===== src/rtl/restoration_pkg.sv =====
`default_nettype none
// +----------------------------------------------------------------------+
// | Module      : restoration_pkg                                        |
// | Description : Shared state encoding and default constants for the   |
// |               restoration-pulse measurement sequencer.              |
// | Revision    : 1.0  initial release                                  |
// +----------------------------------------------------------------------+
package restoration_pkg;

  typedef enum logic [2:0] {
    ST_IDLE    = 3'd0,
    ST_SELECT  = 3'd1,
    ST_SETTLE  = 3'd2,
    ST_TRIGGER = 3'd3,
    ST_WAIT    = 3'd4,
    ST_REPORT  = 3'd5,
    ST_FINISH  = 3'd6
  } state_t;

  localparam int DEF_CNT_W         = 16;
  localparam int DEF_TRIG_WIDTH    = 8;
  localparam int DEF_SETTLE_CYCLES = 32;

  // Done stays high from the previous measurement for about this many
  // cycles after a new trigger edge; rising edges inside it are ignored.
  localparam int DONE_BLANK = 3;

endpackage
`default_nettype wire


===== src/rtl/restoration_sequencer_if.sv =====
`default_nettype none
// +----------------------------------------------------------------------+
// | Module      : restoration_sequencer_if                               |
// | Description : Control, measurement-path and result signals of the   |
// |               restoration sequencer.                                |
// | Revision    : 1.0  initial release                                  |
// +----------------------------------------------------------------------+
interface restoration_sequencer_if #(
  parameter int NUM_CH = 4,
  parameter int CNT_W  = 16
);
  localparam int CH_W = (NUM_CH > 1) ? $clog2(NUM_CH) : 1;

  logic              start;
  logic              abort;
  logic [NUM_CH-1:0] ch_mask;
  logic [CNT_W-1:0]  timeout_cycles;
  logic              Pulse_Measurement_Done;
  logic [CH_W-1:0]   ch_sel;
  logic              Pulser_Trigger_Request;
  logic              busy;
  logic              result_valid;
  logic [CH_W-1:0]   result_ch;
  logic [CNT_W-1:0]  result_cycles;
  logic              result_timeout;
  logic              seq_done;

  // Sequencer side
  modport master (
    input  start, abort, ch_mask, timeout_cycles, Pulse_Measurement_Done,
    output ch_sel, Pulser_Trigger_Request, busy, result_valid,
           result_ch, result_cycles, result_timeout, seq_done
  );

  // Host / measurement side
  modport slave (
    output start, abort, ch_mask, timeout_cycles, Pulse_Measurement_Done,
    input  ch_sel, Pulser_Trigger_Request, busy, result_valid,
           result_ch, result_cycles, result_timeout, seq_done
  );
endinterface
`default_nettype wire


===== src/rtl/restoration_ch_pick.sv =====
`default_nettype none
// +----------------------------------------------------------------------+
// | Module      : restoration_ch_pick                                    |
// | Description : Finds the lowest enabled channel at or above a start  |
// |               index. idx is one bit wider than a channel number so |
// |               that "past the last channel" is representable.       |
// | Revision    : 1.0  initial release                                  |
// +----------------------------------------------------------------------+
module restoration_ch_pick #(
  parameter int NUM_CH = 4,
  parameter int CH_W   = 2
) (
  input  logic [NUM_CH-1:0] mask,
  input  logic [CH_W:0]     idx,
  output logic              found,
  output logic [CH_W-1:0]   ch
);

  // Scan downward so the last hit written is the lowest qualifying bit
  always_comb begin
    found = 1'b0;
    ch    = '0;
    for (int i = NUM_CH - 1; i >= 0; i--) begin
      if (mask[i] && (i >= int'(idx))) begin
        found = 1'b1;
        ch    = CH_W'(i);
      end
    end
  end

endmodule
`default_nettype wire


===== src/rtl/restoration_sequencer.sv =====
`default_nettype none
// +----------------------------------------------------------------------+
// | Module      : restoration_sequencer                                  |
// | Description : Scans enabled channels, settles the mux, fires the    |
// |               shared pulser trigger and times the Done response.   |
// |               Optional macro RESTORATION_RETRY_EN: one retry of a  |
// |               channel after its first timeout.                     |
// | Revision    : 1.0  initial release                                  |
// +----------------------------------------------------------------------+
module restoration_sequencer
  import restoration_pkg::*;
#(
  parameter int NUM_CH        = 4,
  parameter int CNT_W         = DEF_CNT_W,
  parameter int TRIG_WIDTH    = DEF_TRIG_WIDTH,
  parameter int SETTLE_CYCLES = DEF_SETTLE_CYCLES
) (
  input  logic                    clk,
  input  logic                    reset_n,
  restoration_sequencer_if.master bus
);

  localparam int CH_W = (NUM_CH > 1) ? $clog2(NUM_CH) : 1;

  state_t            r_state;
  state_t            w_next;
  logic [NUM_CH-1:0] r_mask;
  logic [CNT_W-1:0]  r_timeout;
  logic [CNT_W-1:0]  r_elapsed;
  logic [CNT_W-1:0]  r_settle;
  logic [CH_W:0]     r_idx;
  logic [CH_W-1:0]   r_ch_sel;
  logic [CH_W-1:0]   r_res_ch;
  logic [CNT_W-1:0]  r_res_cycles;
  logic              r_res_timeout;
  logic              r_done_d;
  logic              w_found;
  logic [CH_W-1:0]   w_pick_ch;
  logic              w_edge;
  logic              w_hit;
  logic              w_tmo;
  logic              w_abort;
`ifdef RESTORATION_RETRY_EN
  logic              r_retry;
  logic              w_retry_set;
`endif

  restoration_ch_pick #(
    .NUM_CH (NUM_CH),
    .CH_W   (CH_W)
  ) u_pick (
    .mask  (r_mask),
    .idx   (r_idx),
    .found (w_found),
    .ch    (w_pick_ch)
  );

  // Qualified Done edge: stale-level blanking right after the trigger edge
  assign w_edge  = bus.Pulse_Measurement_Done & ~r_done_d &
                   (r_elapsed > CNT_W'(DONE_BLANK));
  assign w_abort = bus.abort & (r_state != ST_IDLE) & (r_state != ST_FINISH);

  // State register
  always_ff @(posedge clk or negedge reset_n) begin
    if (!reset_n) r_state <= ST_IDLE;
    else          r_state <= w_next;
  end

  // Next-state logic; abort overrides any same-cycle Done edge or timeout
  always_comb begin
    w_next = r_state;
    w_hit  = 1'b0;
    w_tmo  = 1'b0;
`ifdef RESTORATION_RETRY_EN
    w_retry_set = 1'b0;
`endif
    case (r_state)
      ST_IDLE:    if (bus.start && !bus.abort) w_next = ST_SELECT;
      ST_SELECT:  w_next = w_found ? ST_SETTLE : ST_FINISH;
      ST_SETTLE:  if (r_settle == CNT_W'(SETTLE_CYCLES - 1)) w_next = ST_TRIGGER;
      ST_TRIGGER: begin
        if (w_edge) begin
          w_next = ST_REPORT;
          w_hit  = 1'b1;
        end else if (r_elapsed == CNT_W'(TRIG_WIDTH - 1)) begin
          w_next = ST_WAIT;
        end
      end
      ST_WAIT: begin
        if (w_edge) begin
          w_next = ST_REPORT;
          w_hit  = 1'b1;
        end else if (r_elapsed >= r_timeout) begin
`ifdef RESTORATION_RETRY_EN
          if (!r_retry) begin
            w_next      = ST_SETTLE;
            w_retry_set = 1'b1;
          end else begin
            w_next = ST_REPORT;
            w_tmo  = 1'b1;
          end
`else
          w_next = ST_REPORT;
          w_tmo  = 1'b1;
`endif
        end
      end
      ST_REPORT:  w_next = ST_SELECT;
      ST_FINISH:  w_next = ST_IDLE;
      default:    w_next = ST_IDLE;
    endcase
    if (w_abort) begin
      w_next = ST_FINISH;
      w_hit  = 1'b0;
      w_tmo  = 1'b0;
`ifdef RESTORATION_RETRY_EN
      w_retry_set = 1'b0;
`endif
    end
  end

  // Sequence context, counters and result capture
  always_ff @(posedge clk or negedge reset_n) begin
    if (!reset_n) begin
      r_mask        <= '0;
      r_timeout     <= '0;
      r_elapsed     <= '0;
      r_settle      <= '0;
      r_idx         <= '0;
      r_ch_sel      <= '0;
      r_res_ch      <= '0;
      r_res_cycles  <= '0;
      r_res_timeout <= 1'b0;
      r_done_d      <= 1'b0;
    end else begin
      r_done_d <= bus.Pulse_Measurement_Done;
      if (r_state == ST_IDLE && w_next == ST_SELECT) begin
        r_mask    <= bus.ch_mask;
        r_timeout <= (bus.timeout_cycles == '0) ? '1 : bus.timeout_cycles;
        r_idx     <= '0;
      end
      if (r_state == ST_SELECT && w_found) begin
        r_idx    <= {1'b0, w_pick_ch};
        r_ch_sel <= w_pick_ch;
      end
      if (r_state == ST_REPORT) r_idx <= r_idx + 1'b1;
      r_settle <= (r_state == ST_SETTLE) ? r_settle + 1'b1 : '0;
      // Zero during the first trigger cycle, then counts and saturates
      if (r_state == ST_SETTLE)
        r_elapsed <= '0;
      else if ((r_state == ST_TRIGGER || r_state == ST_WAIT) && r_elapsed != '1)
        r_elapsed <= r_elapsed + 1'b1;
      if (w_hit) begin
        r_res_ch      <= r_ch_sel;
        r_res_cycles  <= r_elapsed;
        r_res_timeout <= 1'b0;
      end else if (w_tmo) begin
        r_res_ch      <= r_ch_sel;
        r_res_cycles  <= r_timeout;
        r_res_timeout <= 1'b1;
      end
    end
  end

`ifdef RESTORATION_RETRY_EN
  // Marks that the current channel has already used its one retry
  always_ff @(posedge clk or negedge reset_n) begin
    if (!reset_n)                 r_retry <= 1'b0;
    else if (r_state == ST_SELECT) r_retry <= 1'b0;
    else if (w_retry_set)          r_retry <= 1'b1;
  end
`endif

  // State decodes reset asynchronously with the state register
  assign bus.Pulser_Trigger_Request = (r_state == ST_TRIGGER);
  assign bus.busy                   = (r_state != ST_IDLE);
  assign bus.result_valid           = (r_state == ST_REPORT);
  assign bus.seq_done               = (r_state == ST_FINISH);
  assign bus.ch_sel                 = r_ch_sel;
  assign bus.result_ch              = r_res_ch;
  assign bus.result_cycles          = r_res_cycles;
  assign bus.result_timeout         = r_res_timeout;

endmodule
`default_nettype wire


===== src/flat_wrapper.sv =====
// flat-port wrapper written by rule: the top's interface ports become plain ports
module restoration_sequencer_flat import restoration_pkg::*;
#(
  parameter int NUM_CH        = 4,
  parameter int CNT_W         = DEF_CNT_W,
  parameter int TRIG_WIDTH    = DEF_TRIG_WIDTH,
  parameter int SETTLE_CYCLES = DEF_SETTLE_CYCLES
)
  (clk, reset_n, bus_start, bus_abort, bus_ch_mask, bus_timeout_cycles, bus_Pulse_Measurement_Done, bus_ch_sel, bus_Pulser_Trigger_Request, bus_busy, bus_result_valid, bus_result_ch, bus_result_cycles, bus_result_timeout, bus_seq_done);
  restoration_sequencer_if #(.NUM_CH(NUM_CH), .CNT_W(CNT_W)) bus_i ();
  input  logic clk;
  input  logic reset_n;
  input wire logic [$bits(bus_i.start)-1:0] bus_start;
  input wire logic [$bits(bus_i.abort)-1:0] bus_abort;
  input wire logic [$bits(bus_i.ch_mask)-1:0] bus_ch_mask;
  input wire logic [$bits(bus_i.timeout_cycles)-1:0] bus_timeout_cycles;
  input wire logic [$bits(bus_i.Pulse_Measurement_Done)-1:0] bus_Pulse_Measurement_Done;
  output wire logic [$bits(bus_i.ch_sel)-1:0] bus_ch_sel;
  output wire logic [$bits(bus_i.Pulser_Trigger_Request)-1:0] bus_Pulser_Trigger_Request;
  output wire logic [$bits(bus_i.busy)-1:0] bus_busy;
  output wire logic [$bits(bus_i.result_valid)-1:0] bus_result_valid;
  output wire logic [$bits(bus_i.result_ch)-1:0] bus_result_ch;
  output wire logic [$bits(bus_i.result_cycles)-1:0] bus_result_cycles;
  output wire logic [$bits(bus_i.result_timeout)-1:0] bus_result_timeout;
  output wire logic [$bits(bus_i.seq_done)-1:0] bus_seq_done;
  assign bus_i.start = bus_start;
  assign bus_i.abort = bus_abort;
  assign bus_i.ch_mask = bus_ch_mask;
  assign bus_i.timeout_cycles = bus_timeout_cycles;
  assign bus_i.Pulse_Measurement_Done = bus_Pulse_Measurement_Done;
  assign bus_ch_sel = bus_i.ch_sel;
  assign bus_Pulser_Trigger_Request = bus_i.Pulser_Trigger_Request;
  assign bus_busy = bus_i.busy;
  assign bus_result_valid = bus_i.result_valid;
  assign bus_result_ch = bus_i.result_ch;
  assign bus_result_cycles = bus_i.result_cycles;
  assign bus_result_timeout = bus_i.result_timeout;
  assign bus_seq_done = bus_i.seq_done;
  restoration_sequencer #(.NUM_CH(NUM_CH), .CNT_W(CNT_W), .TRIG_WIDTH(TRIG_WIDTH), .SETTLE_CYCLES(SETTLE_CYCLES)) u_core (.clk(clk), .reset_n(reset_n), .bus(bus_i));
endmodule

===== config.mk =====
export PLATFORM = sky130hd
export DESIGN_NAME = restoration_sequencer_flat
export DESIGN_NICKNAME = d
export VERILOG_FILES = /design/src/rtl/restoration_pkg.sv /design/src/rtl/restoration_sequencer_if.sv /design/src/rtl/restoration_ch_pick.sv /design/src/rtl/restoration_sequencer.sv /design/src/flat_wrapper.sv
export SDC_FILE = /design/constraint.sdc
export NUM_CORES = 1
export LEC_CHECK = 0
export BUFFER_PORTS_ARGS = -buffer_cell sky130_fd_sc_hd__buf_2
export CORE_MARGIN = 10
export CORE_UTILIZATION = 48
export DETAILED_ROUTE_END_ITERATION = 16
export PLACE_DENSITY = 0.67
export RECOVER_POWER = 100
export SLEW_MARGIN = 25
export SYNTH_ARGS = -nofsm -noshare
export SYNTH_HDL_FRONTEND = slang
export SYNTH_SLANG_ARGS = --single-unit
export TNS_END_PERCENT = 50

===== constraint.sdc =====
create_clock -name clk -period 6.95 [get_ports clk]
set_clock_uncertainty 0.05 [all_clocks]
set_input_delay 0.695 -clock clk [delete_from_list [all_inputs] [get_ports clk]]
set_output_delay 0.695 -clock clk [all_outputs]
set_load 0.03 [all_outputs]

Word level (Yosys, flattened, before mapping)
Index checks and enable logic that the tools add are counted.
- register bits after elaboration: 80
- output and inout bits: 25
- add/sub/neg operators: 3
- $lt $le $gt $ge: 6
- equality and inequality tests: 11
- multiplexer cells: 37
- bitwise logic cells: 5
- reductions and logical operators: 17
- operators by type and width (cell ; number):
    two-way mux 16 bit ; 6
    two-way mux 3 bit ; 11
    adder 16 x 1 -> 16 bit (second input constant) ; 2
    case mux 3 bit (6 select lines) ; 1
    == test 16 x 3 -> 1 bit (second input constant) ; 1
    == test 16 x 5 -> 1 bit (second input constant) ; 1
    >= comparator 16 bit ; 1
    > comparator 16 x 2 -> 1 bit (second input constant) ; 1
    logical NOT 16 bit ; 1
    inequality test 16 bit (second input constant) ; 1
    two-way mux 1 bit ; 13
    two-way mux 2 bit ; 6
    == test 3 bit (second input constant) ; 3
    logical AND 1 bit ; 8
    == test 3 x 1 -> 1 bit (second input constant) ; 2
    == test 3 x 2 -> 1 bit (second input constant) ; 2
    >= comparator 1 x 3 -> 1 bit (first input constant) ; 2
    >= comparator 2 x 3 -> 1 bit (first input constant) ; 2
    nonzero test 3 bit ; 2
    bitwise AND 1 bit ; 4
    nonzero test 2 bit ; 2
    adder 3 x 1 -> 3 bit (second input constant) ; 1
    logical NOT 3 bit ; 1
    inequality test 3 bit (second input constant) ; 1
    4 further kinds ; 4

Depth between registers and ports, before layout
Gate-level depths: netlist (run 1).
- depth in word-level cells: 14
- gate-level depth with buffers: 9
- gate-level depth less buffers: 8

Modules after synthesis
Synthesis (run 1) repeated with hierarchy kept, for this count alone.
- cell total of the unflattened synthesis: 426
- area, all modules: 4256.6 um2
- modules (own cells, without submodules) (module ; instances ; cells an instance ; area an instance (um2) ; seq. area each (um2)):
    restoration_sequencer ; 1 ; 415 ; 4189.0 ; 2001.9
    restoration_ch_pick ; 1 ; 11 ; 67.6 ; 0.0

Worst setup path before layout (run 1)
Ideal clock, no wire load.
- kind: flip-flop to flip-flop
- start point: register u_core.r_elapsed[11]
- end point: register u_core.r_res_ch[0], in the netlist u_core.bus.result_ch[0]
- arrival: 2218 ps
- required time: 6772 ps
- path slack: 4554 ps
- cell stages (with the launch flop): 8
- path buffers: 0
- path through: dfrtp_1 > ha_1 > and4_1 > o211ai_1 > or3_1 > a41o_1 > o21ai_2 > mux2_1
- cells in the longest elaborated chain, start to end: 6
- elaborated cells on any way between the ends: 12
- those cells by class: order compare (2); mux (8); bitwise (1); reduce/logical (1)
- RTL lines (what ; line ; source):
    start: declaration ; restoration_sequencer.sv:29 ; logic [CNT_W-1:0] r_elapsed;
    start signal: assignment ; restoration_sequencer.sv:152 ; r_elapsed <= r_elapsed + 1'b1;
    > comparator 16 x 2 -> 1 bit or >= comparator 16 bit (tied branches) ; restoration_sequencer.sv:60, restoration_sequencer.sv:93 ;
    bitwise AND 1 bit or two-way mux 1 bit (tied branches) ; restoration_sequencer.sv:59, restoration_sequencer.sv:93 ;
    two-way mux 1 bit, on equally long branches ; restoration_sequencer.sv:82, restoration_sequencer.sv:90 ;
    two-way mux 1 bit, on equally long branches ; -- ;
    two-way mux 1 bit ; restoration_sequencer.sv:112 ; if (w_abort) begin
    two-way mux 2 bit or nonzero test 2 bit (tied branches) ; -- ;
    end signal: assignment ; restoration_sequencer.sv:154 ; r_res_ch <= r_ch_sel;
    end signal: assignment ; restoration_sequencer.sv:158 ; r_res_ch <= r_ch_sel;
    end: declaration ; restoration_sequencer.sv:33 ; logic [CH_W-1:0] r_res_ch;
Several ways; a longest one is shown, not always the timed one.
A chain may end at the register's enable or synchronous reset.

Worst setup path after layout (run 1)
- start point: register u_core.r_state[1]
- end point: register u_core.r_timeout[10]
- cells in the longest elaborated chain, start to end: 6
- elaborated cells on any way between the ends: 20
- those cells by class: eq/ne (7); mux (8); bitwise (2); reduce/logical (3)
- RTL lines (what ; line ; source):
    start: declaration ; restoration_sequencer.sv:25 ; state_t r_state;
    start signal: assignment ; restoration_sequencer.sv:66 ; else r_state <= w_next;
    two-way mux 3 bit (tied with other cells) ; restoration_sequencer.sv:93 ; end else if (r_elapsed >= r_timeout) begin
    two-way mux 3 bit (tied with other cells) ; restoration_sequencer.sv:90 ; if (w_edge) begin
    case mux 3 bit (6 select lines) or bitwise AND 1 bit (tied branches) ; restoration_sequencer.sv:77, restoration_sequencer.sv:61 ;
    two-way mux 3 bit ; restoration_sequencer.sv:112 ;
    == test 3 x 1 -> 1 bit ; restoration_sequencer.sv:137 ; if (r_state == ST_IDLE && w_next == ST_SELECT) begin
    logical AND 1 bit (*) ; restoration_sequencer.sv:137 ;
    end signal: assignment ; restoration_sequencer.sv:139 ; r_timeout <= (bus.timeout_cycles == '0) ? '1 : bus.timeout_cycles;
    end: declaration ; restoration_sequencer.sv:28 ; logic [CNT_W-1:0] r_timeout;
Every way passes the cells marked *; elsewhere a longest branch is shown, timed or not.

==> run metrics, run 1 <==
status=finished, final reports clean; # clock sinks=80; Slew headroom=0.2745; Int Power=945.3 uW; average cell area after synthesis=9.760 um2; clock slew at reported path FFs=90 ps; Final Hold Fails=0; ant diodes=0; die extent in x=114.2 um; slowest CP cell=nor3b_1; Area growth, synth to finish=10.88%; H-Tree Level Count=3; die area=13030 um2; YS warnings=0; largest net degree at the start of global routing=81; Die H=114.2 um; R2R depth=5; CP Cell Sequence=or3_1 > nor3b_1 > clkbuf_1 > nand2_1 > o22a_1; crit path launch=u_core.r_state[1]; startpoint types=register; total track usage=0.1626; row count=34; Post-Synthesis Cells=436; RSZ-0062 raised after global routing=no; nature of the critical path endpoint=register; Top FF cell, synth=dfrtp_1; IO Pins=50; via count=3427; final slew viol count=0; GP Congestion=0.8499; Detailed Route WL=10150 um; Post-synth ARST share=1.000; Sw Ratio=0.3791; Synth Cell Area=4255 um2; # resized after CTS=0; leading cell type in the layout, fill and taps excluded=dfrtp_1; Avg Vias per Cell=5.789; Final min period=3714 ps; R2R Path Start=u_core.r_state[1]; Tcrit/Tclk final=0.5344; global-route wire length before repair=17400 um; worst r2r dst=u_core.r_timeout[10]; fraction of layout cells with a size suffix above 1=0.08678; Final Instance Area=4718 um2; vias in the first global route=3384; initial antenna violation count=0; Syn Nets=482; CTS Buf Count=9; Critical Path AT=3910 ps; Skew-Pair Late Insertion Delay=360 ps; core area=8678 um2; Starting Density=0.4903; reg-to-reg slack, setup=3240 ps; Lkg Pwr=2.210 nW; Crit path depth=5; CP max stage delay=910 ps; routed length per instance=17.14 um; Post-synth EDFFs=0; #FFs+latches synth=80; setup bufs post-CTS=0; commonest cells after routing, fill and taps aside=dfrtp_1 (80), nor2_1 (53), a21oi_1 (29); fin nets=525; CP max FO=17; setup_tns=0 ps; worst hold path class=input port to asynchronous set/reset pin; Worst Setup EP=u_core.r_timeout[10]; final setup violation count=0; Reg power frac=0.444; Detailed Route Iter0 Violations=236; Peak VDD IR=0.1893 mV; max-cap violations=0; Buffers on Ports=49; area of the multi-input gates=2056 um2; post-synthesis sequential area ratio=0.4704; Clock power frac=0.250; Root Driver=clkbuf_8; maximum root-to-sink buffer count=2; Fmax=269.3 MHz; Psw=577.0 uW; Worst Path Buf+Inv=1; Pwr Density=322.6 nW/um2; synth unique cells=51; total grt overflow=0; DP Area=4552 um2; kind of critical path=register to register; worst-margin pin slew=1086 ps; Antenna Violating Nets Remaining=0; Filler cells=788; sequential cell area=2002 um2; CTS Hold Bufs=0; WP data required=7150 ps; drt pass-1 iters=5; DRC=0; CTS tree=yes; post-DP HPWL=7276 um; Combinational Power Share=0.306; Crit path max-delay family=simple AND/OR/NAND/NOR gates
==> cell usage after synthesis, types with 4 or more instances <==
cell / number / area [um2]
a21oi_1: 29 / 145.1
dfrtp_1: 80 / 2002
nand4_1: 10 / 62.56
xnor2_1: 8 / 70.07
nand3_1: 9 / 45.04
or3_1: 5 / 31.28
nand2b_1: 4 / 25.02
and4_1: 4 / 35.03
clkbuf_1: 7 / 26.28
mux2_1: 6 / 67.56
nor2_1: 53 / 198.9
o21ai_0: 6 / 30.03
nor4_1: 10 / 62.56
and3_1: 9 / 56.30
o21ai_1: 18 / 90.09
inv_1: 22 / 82.58
ha_1: 21 / 262.8
a31oi_1: 19 / 118.9
buf_2: 9 / 45.04
nand2_1: 24 / 90.09
xor2_1: 15 / 131.4
o22a_1: 16 / 140.1
==> worst reg2reg max path: stages (launching register included) <==
cell,delay [ps]
dfrtp_1,470
or3_1,470
nor3b_1,910
clkbuf_1,720
nand2_1,650
o22a_1,340
==> layout make-up <==
cell class                      instances  share of cell area
Inverter                               22             0.01750
Clock inverter                          6             0.01962
Multi-Input combinational cell        316              0.4357
Clock buffer                           10             0.02705
Sequential cell                        80              0.4243
Timing Repair Buffer                   50             0.04720
Tap cell                              108             0.02864
==> power groups by stage <==
| stage | Combinational (mW) | Clock, mW | Sequential, mW |
|---|---|---|---|
| after floorplan | 0.336 | 0 | 0.676 |
| after global placement | 0.466 | 0 | 0.678 |
| after detailed placement | 0.479 | 0 | 0.684 |
| after CTS | 0.482 | 0.390 | 0.674 |
| after global routing | 0.531 | 0.411 | 0.691 |
| final | 0.465 | 0.381 | 0.676 |
==> how the worst min path moves through the flow <==
stage | cells past startpoint | end | slack (ps)
after floorplan | 0 | u_core.bus.ch_sel[0] | 350
after global placement | 1 | u_core.bus.result_ch[0] | 420
after detailed placement | 1 | u_core.bus.result_ch[0] | 430
after CTS | 1 | u_core.r_done_d | 410
after global routing | 1 | u_core.r_timeout[14] | 350
final | 1 | u_core.bus.result_timeout | 290
==> flip-flops by register name, summed over array words and instances (netlist names) <==
| signal | flops |
|---|---|
| u_core.r_done_d | 1 |
| u_core.bus.result_cycles | 16 |
| u_core.r_mask | 4 |
| u_core.bus.result_timeout | 1 |
| u_core.bus.ch_sel | 2 |
| u_core.r_settle | 16 |
| u_core.r_elapsed | 16 |
| u_core.r_idx | 3 |
| u_core.bus.result_ch | 2 |
| u_core.r_timeout | 16 |
| u_core.r_state | 3 |
==> metal layers <==
| layer | vias up | part of all wire | track usage |
|---|---|---|---|
| li1 | 1659 | - | - |
| met1 | 1653 | 0.46 | 0.2192 |
| met2 | 99 | 0.46 | 0.2441 |
| met3 | 16 | 0.063 | 0.04455 |
| met4 | 0 | 0.019 | 0.05931 |
| met5 | - | 0 | 0 |
==> cell families (layout without fill, tap and decap cells) <==
group | after synthesis | count (layout) | share of synthesized area
AO/OA/AOI/OAI | 111 | 111 | 0.1700
AND/OR/NAND/NOR | 152 | 152 | 0.1861
flip-flops | 80 | 80 | 0.4704
adder cells (fa/ha/maj) | 21 | 21 | 0.06175
buffers and inverters | 40 | 88 | 0.04146
multiplexers | 9 | 9 | 0.02293
XOR/XNOR | 23 | 23 | 0.04734
==> metrics by stage <==
| stage | total power [mW] | hold slack (ps) | util | instances | setup slack [ps] |
|---|---|---|---|---|---|
| 2_1_floorplan | 1.012 | 349.4 | - | 436 | 4554 |
| 3_3_place_gp | 1.144 | 423.0 | 0.5245 | 576 | 4232 |
| 3_5_place_dp | 1.163 | 433.2 | 0.5245 | 576 | 4161 |
| 4_1_cts | 1.546 | 406.9 | 0.5499 | 592 | 4133 |
| 5_1_grt | 1.634 | 352.3 | 0.5437 | 592 | 2935 |
| 6_report | 1.522 | 287.1 | 0.5437 | 592 | 3236 |
Power figures use the tool's default switching activity.
==> run 2, diff against run 1 <==
--- a/config.mk
+++ b/config.mk
@@ -9,7 +9,7 @@
 export CORE_MARGIN = 10
 export CORE_UTILIZATION = 48
 export DETAILED_ROUTE_END_ITERATION = 16
-export PLACE_DENSITY = 0.67
+export PLACE_DENSITY = 0.69
 export RECOVER_POWER = 100
 export SLEW_MARGIN = 25
 export SYNTH_ARGS = -nofsm -noshare
==> constraint.sdc (replaced) <==
create_clock -name clk -period 3.1 [get_ports clk]
set_clock_uncertainty 0.05 [all_clocks]
set_input_delay 0.31 -clock clk [delete_from_list [all_inputs] [get_ports clk]]
set_output_delay 0.31 -clock clk [all_outputs]
set_load 0.03 [all_outputs]
==> run 2 against run 1 <==
Global-route usage fell by 0.16 points. Clock power is 110% higher. Count of clock-buffer cells in the layout is 1 higher. Routed wire length down 1.4%. Non-clock buffer count is 8 higher. Power rose by 120%. Largest power group unchanged. Flip-flop and latch count is the same. Maximum frequency is 40% higher. Sequential share of layout area fell by 0.32 points. Via count up 1.3%. Combinational power rose by 130%. The flow now finishes with violations (max-capacitance violations, max-slew violations). Die area unchanged. Critical endpoint is now u_core.bus.result_ch[0]. Critical path type unchanged.
==> run metrics, run 2 (synthesis gave the netlist of run 1 again) <==
die extent in x=114.2 um (unchanged); Lkg Pwr=2.234 nW (+1.1%); GP Congestion=0.8658 (+1.9%); Peak VDD IR=0.2873 mV (+52%); routed length per instance=16.68 um (-2.7%); maximum root-to-sink buffer count=2 (unchanged); # clock sinks=80 (unchanged); drt pass-1 iters=4 (-1); H-Tree Level Count=3 (unchanged); ant diodes=0 (unchanged); vias in the first global route=3507 (+3.6%); Slew headroom=-0.2968 (-0.5714); # resized after CTS=0 (unchanged); total grt overflow=0 (unchanged); Avg Vias per Cell=5.785 (about the same); status=complete, but fails checks; Root Driver=clkbuf_8; Detailed Route WL=10010 um (-1.4%); Fin Hold WS=48.89 ps (-238.2 ps); global-route wire length before repair=17360 um (-0.24%); kind of critical path=register to register; final setup violation count=0 (unchanged); post-DP HPWL=7312 um (+0.49%); Detailed Route Iter0 Violations=165 (-30%); Buffers on Ports=49 (unchanged); Antenna Violating Nets Remaining=0 (unchanged); initial antenna violation count=0 (unchanged); Skew-Pair Late Insertion Delay=350 ps (about the same); RSZ-0062 raised after global routing=no; Fmax=377.7 MHz (+40%); setup bufs post-CTS=0 (unchanged); final slew viol count=81 (+81); share of the core filled with cells=0.5479 (+0.004181); WP data required=3280 ps (-3870 ps); fraction of layout cells with a size suffix above 1=0.1037 (+0.01688); Pwr Total=3.351 mW (+120%); largest net degree at the start of global routing=81 (unchanged); setup_tns=0 ps (unchanged); via count=3471 (+1.3%); final worst slack=452.1 ps (-2784 ps); CTS Buf Count=9 (unchanged); Tcrit/Tclk final=0.8542 (+0.3198); worst-margin pin slew=1945 ps (+859.4 ps); nature of the critical path endpoint=register; worst hold path class=input port to register; failing checks=max-capacitance violations, max-slew violations; GRT Max-Usage Layer=met2; max-cap violations=1 (+1); IO Pins=50 (unchanged); leading cell type in the layout, fill and taps excluded=dfrtp_1; Starting Density=0.4903 (unchanged); CTS tree=yes; row count=34 (unchanged); fin nets=533 (+1.5%); die area=13030 um2 (unchanged); Area growth, synth to finish=11.73%; met3 usage=0.03564 (-0.008910); CP max FO=6 (-11); core area=8678 um2 (unchanged); commonest cells after routing, fill and taps aside=dfrtp_1 (80), nor2_1 (53), a21oi_1 (29); startpoint types=register; met2 usage=0.2506 (+0.006454); DRC=0 (unchanged); total track usage=0.1610 (-0.001575); pre-CTS worst setup slack=579.6 ps (-3582 ps); Final Hold Fails=0 (unchanged); clock slew at reported path FFs=90 ps (about the same); Pwr Density=704.8 nW/um2 (+120%); Critical Path AT=2830 ps (-1080 ps); Die H=114.2 um (unchanged); grt met1 use=0.2097 (-0.009484); Final min period=2648 ps (-1066 ps)
-- run 2: path summary, 6_finish.rpt --
path                                       startpoint                         to  slack (ps)  cells after the start
max in group asynchronous                     reset_n        u_core.r_elapsed[3]         850                      2
min in group asynchronous                     reset_n  u_core.bus.result_timeout         990                      2
hold / removal             bus_Pulse_Measurement_Done            u_core.r_done_d          50                      1
setup reg to reg                 u_core.r_elapsed[13]    u_core.bus.result_ch[0]         450                      7
setup / recovery                 u_core.r_elapsed[13]    u_core.bus.result_ch[0]         450                      7
hold reg to reg                    u_core.r_settle[0]         u_core.r_settle[0]         440                      1
-- run 2: critical path: stages, from the launching register on --
cell     delay [ps]
dfrtp_1         470
ha_1            340
and4_1          270
nand4_1         110
or3_1           330
a41o_1          320
o21ai_0         290
mux2_1          350
-- run 2: layout make-up --
type / instances / area (um2)
fill: 824 / 3924
timing repair buffer: 58 / 279.0
clock buffer: 11 / 141.4
inverter: 22 / 82.58
tap: 108 / 135.1
clock inverter: 5 / 56.30
sequential: 80 / 2002
multi-input combinational: 316 / 2058
-- run 2: timing repair --
item                                    in CTS  in global routing
hold endpoints to repair                     0                 16
hold buffers                                 0                  1
endpoints found under the setup margin       0                  0
-- run 2: power by group --
group	total [mW]	switching [mW]	internal [mW]
clock	0.783	0.389	0.393
sequential	1.50	0.227	1.27
combinational	1.07	0.668	0.403
total	3.35	1.28	2.07
-- run 2: metrics by stage --
stage                     instances  area, um2
after global routing            600       4755
after detailed placement        583       4604
final                           600       4755
after global placement          583       4604
after CTS                       599       4802
after floorplan                 436       4255
-- run 2: metal layers --
metal / routed length (um) / vias to the layer above / share of wire
li1: - / 1680 / -
met4: 278 / 0 / 0.028
met3: 474 / 20 / 0.047
met5: 0 / - / 0
met2: 4578 / 82 / 0.46
met1: 4676 / 1689 / 0.47
